==> config.mk <==
export PLATFORM = sky130hd
export DESIGN_NAME = alu_result_stage
export DESIGN_NICKNAME = d
export VERILOG_FILES = /design/src/rtl/alu_result_stage.sv
export SDC_FILE = /design/constraint.sdc
export NUM_CORES = 1
export LEC_CHECK = 0
export ABC_AREA = 1
export BUFFER_PORTS_ARGS = -buffer_cell sky130_fd_sc_hd__buf_2
export CORE_MARGIN = 2
export CORE_UTILIZATION = 46
export DETAILED_ROUTE_END_ITERATION = 10
export MAX_ROUTING_LAYER = met4
export PLACE_DENSITY = 0.75
export SLEW_MARGIN = 20
export SYNTH_ARGS = -nofsm -noshare
export SYNTH_HDL_FRONTEND = slang
export SYNTH_SLANG_ARGS = --single-unit
==> constraint.sdc <==
create_clock -name I_CLK -period 1.6 [get_ports I_CLK]
set_input_delay 0.32 -clock I_CLK [delete_from_list [all_inputs] [get_ports I_CLK]]
set_output_delay 0.32 -clock I_CLK [all_outputs]
set_load 0.02 [all_outputs]
==> src/rtl/alu_result_stage.sv <==
// Execute/writeback boundary stage: a 2-entry in-order result buffer with a
// valid/ready handshake and the architectural PSR updated under per-op masks.
module alu_result_stage #(
  parameter int P_WIDTH      = 16,
  parameter int P_ADDR_WIDTH = 4
) (
  input  logic                    I_CLK,
  input  logic                    I_NRESET,
  input  logic                    I_VALID,
  output logic                    O_READY,
  input  logic [P_WIDTH-1:0]      I_C,
  input  logic [4:0]              I_STATUS,
  input  logic [4:0]              I_STATUS_MASK,
  input  logic                    I_WRITE_RESULT,
  input  logic [P_ADDR_WIDTH-1:0] I_DEST_ADDR,
  input  logic                    I_FLUSH,
  output logic                    O_VALID,
  input  logic                    I_READY,
  output logic [P_WIDTH-1:0]      O_RESULT,
  output logic [P_ADDR_WIDTH-1:0] O_DEST_ADDR,
  output logic                    O_WRITE_RESULT,
  output logic [4:0]              O_PSR
);

  // Handshake: a transfer happens on an edge where valid and ready are both
  // high and I_FLUSH is low; ready never looks at the downstream ready, and
  // the head entry holds steady while O_VALID & ~I_READY.

  localparam int ENTRY_W = P_WIDTH + P_ADDR_WIDTH + 1;

  logic [1:0]         count;
  logic [ENTRY_W-1:0] entry_head;
  logic [ENTRY_W-1:0] entry_tail;
  logic [ENTRY_W-1:0] entry_in;
  logic               push;
  logic               pop;
  logic [4:0]         psr;

  assign entry_in = {I_WRITE_RESULT, I_DEST_ADDR, I_C};

  assign O_READY = I_NRESET & (count != 2'd2);
  assign O_VALID = (count != 2'd0);
  assign push    = I_VALID & O_READY & ~I_FLUSH;
  assign pop     = O_VALID & I_READY & ~I_FLUSH;

  assign O_RESULT       = entry_head[P_WIDTH-1:0];
  assign O_DEST_ADDR    = entry_head[P_WIDTH +: P_ADDR_WIDTH];
  assign O_WRITE_RESULT = entry_head[ENTRY_W-1];
  assign O_PSR          = psr;

  // Head is always slot 0; the tail slot only holds data when count = 2.
  always_ff @(posedge I_CLK) begin
    if (!I_NRESET) begin
      count      <= 2'd0;
      entry_head <= '0;
      entry_tail <= '0;
    end else if (I_FLUSH) begin
      count      <= 2'd0;
      entry_head <= '0;
      entry_tail <= '0;
    end else begin
      case ({push, pop})
        2'b10: begin
          if (count == 2'd0) begin
            entry_head <= entry_in;
          end else begin
            entry_tail <= entry_in;
          end
          count <= count + 2'd1;
        end
        2'b01: begin
          entry_head <= entry_tail;
          entry_tail <= '0;
          count      <= count - 2'd1;
        end
        2'b11: begin
          // Only reachable at count = 1: the new entry replaces the head.
          entry_head <= entry_in;
        end
        default: begin
          count <= count;
        end
      endcase
    end
  end

  always_ff @(posedge I_CLK) begin
    if (!I_NRESET) begin
      psr <= 5'b00000;
    end else if (push) begin
      psr <= (psr & ~I_STATUS_MASK) | (I_STATUS & I_STATUS_MASK);
    end
  end

endmodule

==> metrics, run 1 <==
total clock buffers created by CTS=5; Slew @ Worst Pin=706 ps; WP data arrival=1690 ps; Hold Fails Final Rpt=0; vias per cell=5.07; final-report max-slew violation count=0; Internal Power=1.85 mW; Sw Share=0.230; Place WS=-235 ps; clock power share=0.379; # nets final=429; NetSw=0.552 mW; WP data required=1760 ps; synthesized area per cell=7.10 um2; Hold Crit Start=I_STATUS_MASK[2]; layout cells sized above 1=0.294; clock tree root buffer cell=clkbuf_8; RSZ-0062 raised after global routing=yes; clock-pin slew on the worst setup and hold paths=80 ps; most frequent cells after synthesis=92 x nand2_1, 71 x nand3_1, 49 x dfxtp_1; Die Area=5520 um2; Distinct cells, synth=17; Final Util=0.624; Post-Synthesis Cells=320; Pre-Repair DR Iteration Count=4; top cells by area, synth=dfxtp_1 43%, nand3_1 16%, nand2_1 15%; largest net degree at the start of global routing=43; IO buf count=63; Crit Path Category=register to register; Rows=25; Period minus WS final=1530 ps; Reg power frac=0.516; combinational power share=0.104; Slew HR=0.529; post-DR wirelength/cell=12.3 um; CTS tree=built; 1st-iter DRT viols=243; Max Cap Viol=0; Antenna Diode Count=0; Final Cycle Share=0.958; worst skew pair latency=300 ps; critical path endpoint category=register; vias in the first global route=2101; Post-Place Cells=447; initial antenna violation count=0; Detail Placement HPWL=3620 um; CTS HTree Levels=2; Post-Synthesis Cell Area=2270 um2; Post-Route Setup TNS=0 ps; area growth from synthesis to layout=30.5%; GRT Total Usage=0.218; worst r2r src=count[1]; # DRC=0; Hold Path Cell Cnt=3; sequential area share after synthesis=0.432; core area=4750 um2; io pins=64; RD Place Congestion=0.838; count leader, synth=nand2_1; status=finished, final reports clean; maximum VDD drop=0.000499 V; worst reg2reg path depth=10; # hold bufs at CTS=0; antenna-violating nets left=0; drt total wl=5640 um; Clock Skews=4.62 ps; ys async rst share=0; gr ovfl total=0; reg2reg end=entry_tail[13]; Hold Crit Class=input port to register; cell taking the most area after synthesis=dfxtp_1; Synth Warn #=0; pwr dens=809 nW/um2; die width=74.3 um; Synth Flop Type=dfxtp_1; Yosys top cell area share=0.432; final setup fails=0; CP max FO=21; hold slack=281 ps; largest buffer count on any clock path=2; max frequency=652 MHz; crit path launch type=register; register-to-register setup slack=70 ps; Leak Pwr=1.31 nW; first-pass GRT wire length=9130 um; syn nets=359; Seq cells post-synth=49; Final Instance Count excl. Fillers=458; Die H=74.3 um; Initial Utilization=0.478; number of synthesized flops with an enable pin=0; total number of vias=2321; clock sinks=49; final worst slack=66.9 ps
[cell usage in the layout (no fill, tap or decap)]
cell type and instances:
inv_4 1, nor2_4 2, inv_1 8, dfxtp_1 47, nand3_1 70, o21ai_0 2, inv_6 1, buf_4 13
dfxtp_4 1, clkbuf_1 1, buf_12 6, nor2_2 1, bufinv_16 1, a31oi_1 1, dfxtp_2 1, inv_2 7
nor2_1 7, nand2_1 92, inv_16 1, buf_8 1, ha_2 2, nand3_2 1, buf_6 3, clkbuf_8 6
ha_4 1, buf_2 63, nand2_4 3, a21oi_1 48
[layout make-up]
class	instances	area, um2
clock buffers	7	86.3
clock inverters	1	30.0
fillers	435	1790
inverters	17	82.6
multi-input cells	230	1110
flip-flops and latches	49	986
well taps	67	83.8
repair buffers	86	582
repair inverters	1	8.76
[per-layer routing]
| layer | track usage | share of wire | up-vias |
|---|---|---|---|
| li1 | - | - | 1191 |
| met1 | 0.264 | 0.43 | 1048 |
| met2 | 0.362 | 0.49 | 73 |
| met3 | 0.0447 | 0.058 | 9 |
| met4 | 0.0734 | 0.017 | 0 |
| met5 | - | 0 | - |
[how the worst max path moves through the flow]
stage,end,start,depth (start not counted)
global placement,entry_head[14],I_FLUSH,11
finish,entry_tail[13],count[1],10
floorplan,entry_tail[10],I_FLUSH,11
detailed placement,entry_head[20],I_FLUSH,11
global route,entry_head[13],count[0],10
CTS,entry_head[15],count[1],11
[cell families after synthesis]
logic type,share of synthesized area
adder cells (fa/ha/maj),0.0165
AO/OA/AOI/OAI,0.113
buffers and inverters,0.0991
AND/OR/NAND/NOR,0.340
flip-flops,0.432
[power by group through the flow]
stage	clock [mW]	sequential, mW	combinational, mW
final	0.910	1.24	0.250
after global routing	0.960	1.24	0.276
after CTS	0.926	1.24	0.243
after detailed placement	0	1.27	0.238
after global placement	0	1.27	0.236
after floorplan	0	1.28	0.115
[worst max-delay path: stages (launching register included)]
cell and delay, ps:
dfxtp_2 360, inv_4 50, nor2_4 110, nor2_4 50
buf_4 130, ha_2 190, nand2_4 120, inv_2 60
buf_12 150, nand3_1 100, a21oi_1 80
[timing repair]
| action | in CTS | in global routing |
|---|---|---|
| hold endpoints to repair | 0 | 0 |
| endpoints found under the setup margin | 43 | 44 |
| pin swaps | 1 | 3 |
| gates resized for setup | 10 | 18 |
| cloned | 1 | 0 |
| buffers inserted | 0 | 2 |
[per-stage QoR]
step	power (mW)	instance area, um2
2_1_floorplan	1.40	2290
3_3_place_gp	1.50	2720
3_5_place_dp	1.51	2720
4_1_cts	2.41	2890
5_1_grt	2.48	2970
6_report	2.40	2970
No activity file was read; power rests on OpenSTA's default activity.
==> run 2: changes to the inputs <==
--- a/config.mk
+++ b/config.mk
@@ -8,10 +8,10 @@
 export ABC_AREA = 1
 export BUFFER_PORTS_ARGS = -buffer_cell sky130_fd_sc_hd__buf_2
 export CORE_MARGIN = 2
-export CORE_UTILIZATION = 46
+export CORE_UTILIZATION = 51
 export DETAILED_ROUTE_END_ITERATION = 10
 export MAX_ROUTING_LAYER = met4
-export PLACE_DENSITY = 0.75
+export PLACE_DENSITY = 0.78
 export SLEW_MARGIN = 20
 export SYNTH_ARGS = -nofsm -noshare
 export SYNTH_HDL_FRONTEND = slang
==> constraint.sdc (replaced) <==
create_clock -name I_CLK -period 1.7 [get_ports I_CLK]
set_input_delay 0.34 -clock I_CLK [delete_from_list [all_inputs] [get_ports I_CLK]]
set_output_delay 0.34 -clock I_CLK [all_outputs]
set_load 0.01 [all_outputs]
==> run 2 against run 1 <==
Effect of this change: register-to-register slack gained 40 ps; final cell count shrank 3.3%; critical path depth is 1 lower; die area fell by 9.3%; combinational power shrank 12%; sequential cell count is the same; largest cell class unchanged; critical path type unchanged; via count up 1.7%.
==> metrics, run 2 (synthesis results as in run 1) <==
Pre-Repair DR Iteration Count=4 (unchanged); GRT Total Usage=0.239 (was 0.218); clock-pin slew on the worst setup and hold paths=90 ps (was 80 ps); Layout fillers=410 (was 435); final worst slack=106 ps (was 66.9 ps); CP dominant cell by count=nand3_1 (was nor2_4); vias in the first global route=2098 (was 2101); post-DR wirelength/cell=12.8 um (was 12.3 um); maximum VDD drop=0.000513 V (was 0.000499 V); largest buffer count on any clock path=2 (unchanged); WP data required=1940 ps (was 1760 ps); first-pass GRT wire length=9380 um (was 9130 um); antenna-violating nets left=0 (unchanged); Clock Skews=5.74 ps (was 4.62 ps); Place WS=-59.5 ps (was -235 ps); Hold Fails Final Rpt=0 (unchanged); final-report max-slew violation count=0 (unchanged); Antenna Diode Count=0 (unchanged); total number of vias=2361 (was 2321); layout cells sized above 1=0.286 (was 0.294); Die Area=5000 um2 (was 5520 um2); WP data arrival=1830 ps (was 1690 ps); # nets final=429 (unchanged); CP Cell Sequence=inv_2 -> nand2_4 -> nand3_1 -> buf_4 -> ha_1 -> inv_1 -> buf_12 -> nand3_1 -> a21oi_1 (was inv_4 -> nor2_4 -> nor2_4 -> buf_4 -> ha_2 -> nand2_4 -> inv_2 -> buf_12 -> nand3_1 -> a21oi_1); WP buf/inv=4 (unchanged); largest net degree at the start of global routing=40 (was 43); clock sinks=49 (unchanged); IO buf count=63 (unchanged); Detail Placement HPWL=3910 um (was 3620 um); Final Cycle Share=0.938 (was 0.958); met3 GRT Util=0.0399 (was 0.0447); Slew HR=0.882 (was 0.529); max frequency=627 MHz (was 652 MHz); Hold Crit Class=input port to register (unchanged); CP max stage delay=360 ps (about the same); CTS tree=built (unchanged); Crit Path Category=register to register (unchanged); Post-Place Cells=433 (was 447); RD Place Congestion=0.834 (was 0.838); Slowest cell on crit path=dfxtp_2 (unchanged); most frequent cells in the layout=92 x nand2_1, 71 x nand3_1, 63 x buf_2 (was 92 x nand2_1, 70 x nand3_1, 63 x buf_2); initial antenna violation count=0 (unchanged); Reg area=983 um2 (was 986 um2); gr ovfl total=0 (unchanged); most common cell after layout, fill and taps aside=nand2_1 (unchanged); status=finished, final reports clean (unchanged); Period minus WS final=1590 ps (was 1530 ps); Initial Utilization=0.525 (was 0.478); met2 global-route usage=0.380 (was 0.362); # DRC=0 (unchanged); Final Util=0.673 (was 0.624); pwr dens=768 nW/um2 (was 809 nW/um2); worst skew pair latency=310 ps (was 300 ps); hold slack=287 ps (was 281 ps); final setup fails=0 (unchanged); Slew @ Worst Pin=177 ps (was 706 ps); CP max FO=21 (unchanged); # hold bufs at CTS=0 (unchanged); core area=4320 um2 (was 4750 um2); critical path endpoint category=register (unchanged); Die H=70.7 um (was 74.3 um); Final Instance Count excl. Fillers=443 (was 458); vias per cell=5.33 (was 5.07); most crowded layer after global routing=met2 (unchanged); die width=70.7 um (was 74.3 um); Max Cap Viol=0 (unchanged); area occupied by multi-input gates=1090 um2 (was 1110 um2); Post-Route Setup TNS=0 ps (unchanged); total clock buffers created by CTS=5 (unchanged); io pins=64 (unchanged); Rows=24 (was 25); 1st-iter DRT viols=219 (was 243); drt total wl=5670 um (was 5640 um); crit path launch type=register (unchanged); Top delay family on crit path=buffers and inverters (unchanged); clock tree root buffer cell=clkbuf_8 (unchanged); CTS HTree Levels=2 (unchanged); met1 Use GR=0.293 (was 0.264); area growth from synthesis to layout=28.0% (was 30.5%); Leak Pwr=1.32 nW (was 1.31 nW)
[run 2: changes by cell type in the layout (fill, tap and decap cells not counted), sizes merged]
cell    previous run  this run
clkbuf             7         6
clkinv             0         1
[run 2: path summary, 6_finish.rpt]
kind / start / endpoint / slack (ps) / cells after the start
min: I_STATUS_MASK[2] / register / 290 / 3
max reg2reg: count[0] / entry_head[17] / 110 / 9
max: count[0] / entry_head[17] / 110 / 9
min reg2reg: entry_head[6] / entry_head[6] / 460 / 2
[run 2: through the flow]
step                power [mW]  cell area (um2)
finish                    2.24             2910
global placement          1.40             2720
CTS                       2.25             2840
detailed placement        1.41             2720
global route              2.33             2910
floorplan                 1.30             2270
[run 2: area by class of cell]
cell class,count,share of cell area
timing repair buffer,87,0.204
clock buffer,5,0.0237
multi-input combinational,230,0.374
sequential,49,0.338
tap,52,0.0224
clock inverter,3,0.0151
inverter,17,0.0228
[run 2: repair_timing]
action | CTS | global route
cloned | 0 | 1
buffers inserted | 0 | 1
resized for setup | 2 | 13
pin swaps | 0 | 0
setup endpoints to repair | 7 | 43
[run 2: report_power, final]
group / internal, mW / total [mW] / switching (mW)
Combinational: 0.0970 / 0.219 / 0.122
Clock: 0.441 / 0.849 / 0.408
Sequential: 1.16 / 1.17 / 0.00693
[run 2: layer usage]
metal  wire length, um  up-vias
met5                 0        -
met4               200        0
met3               348       18
met2              2780       80
met1              2340     1070
li1                  -     1193
[run 2: worst min-delay path, stage by stage]
cell	delay (ps)
buf_2	90
a21oi_1	60
nor2_1	80
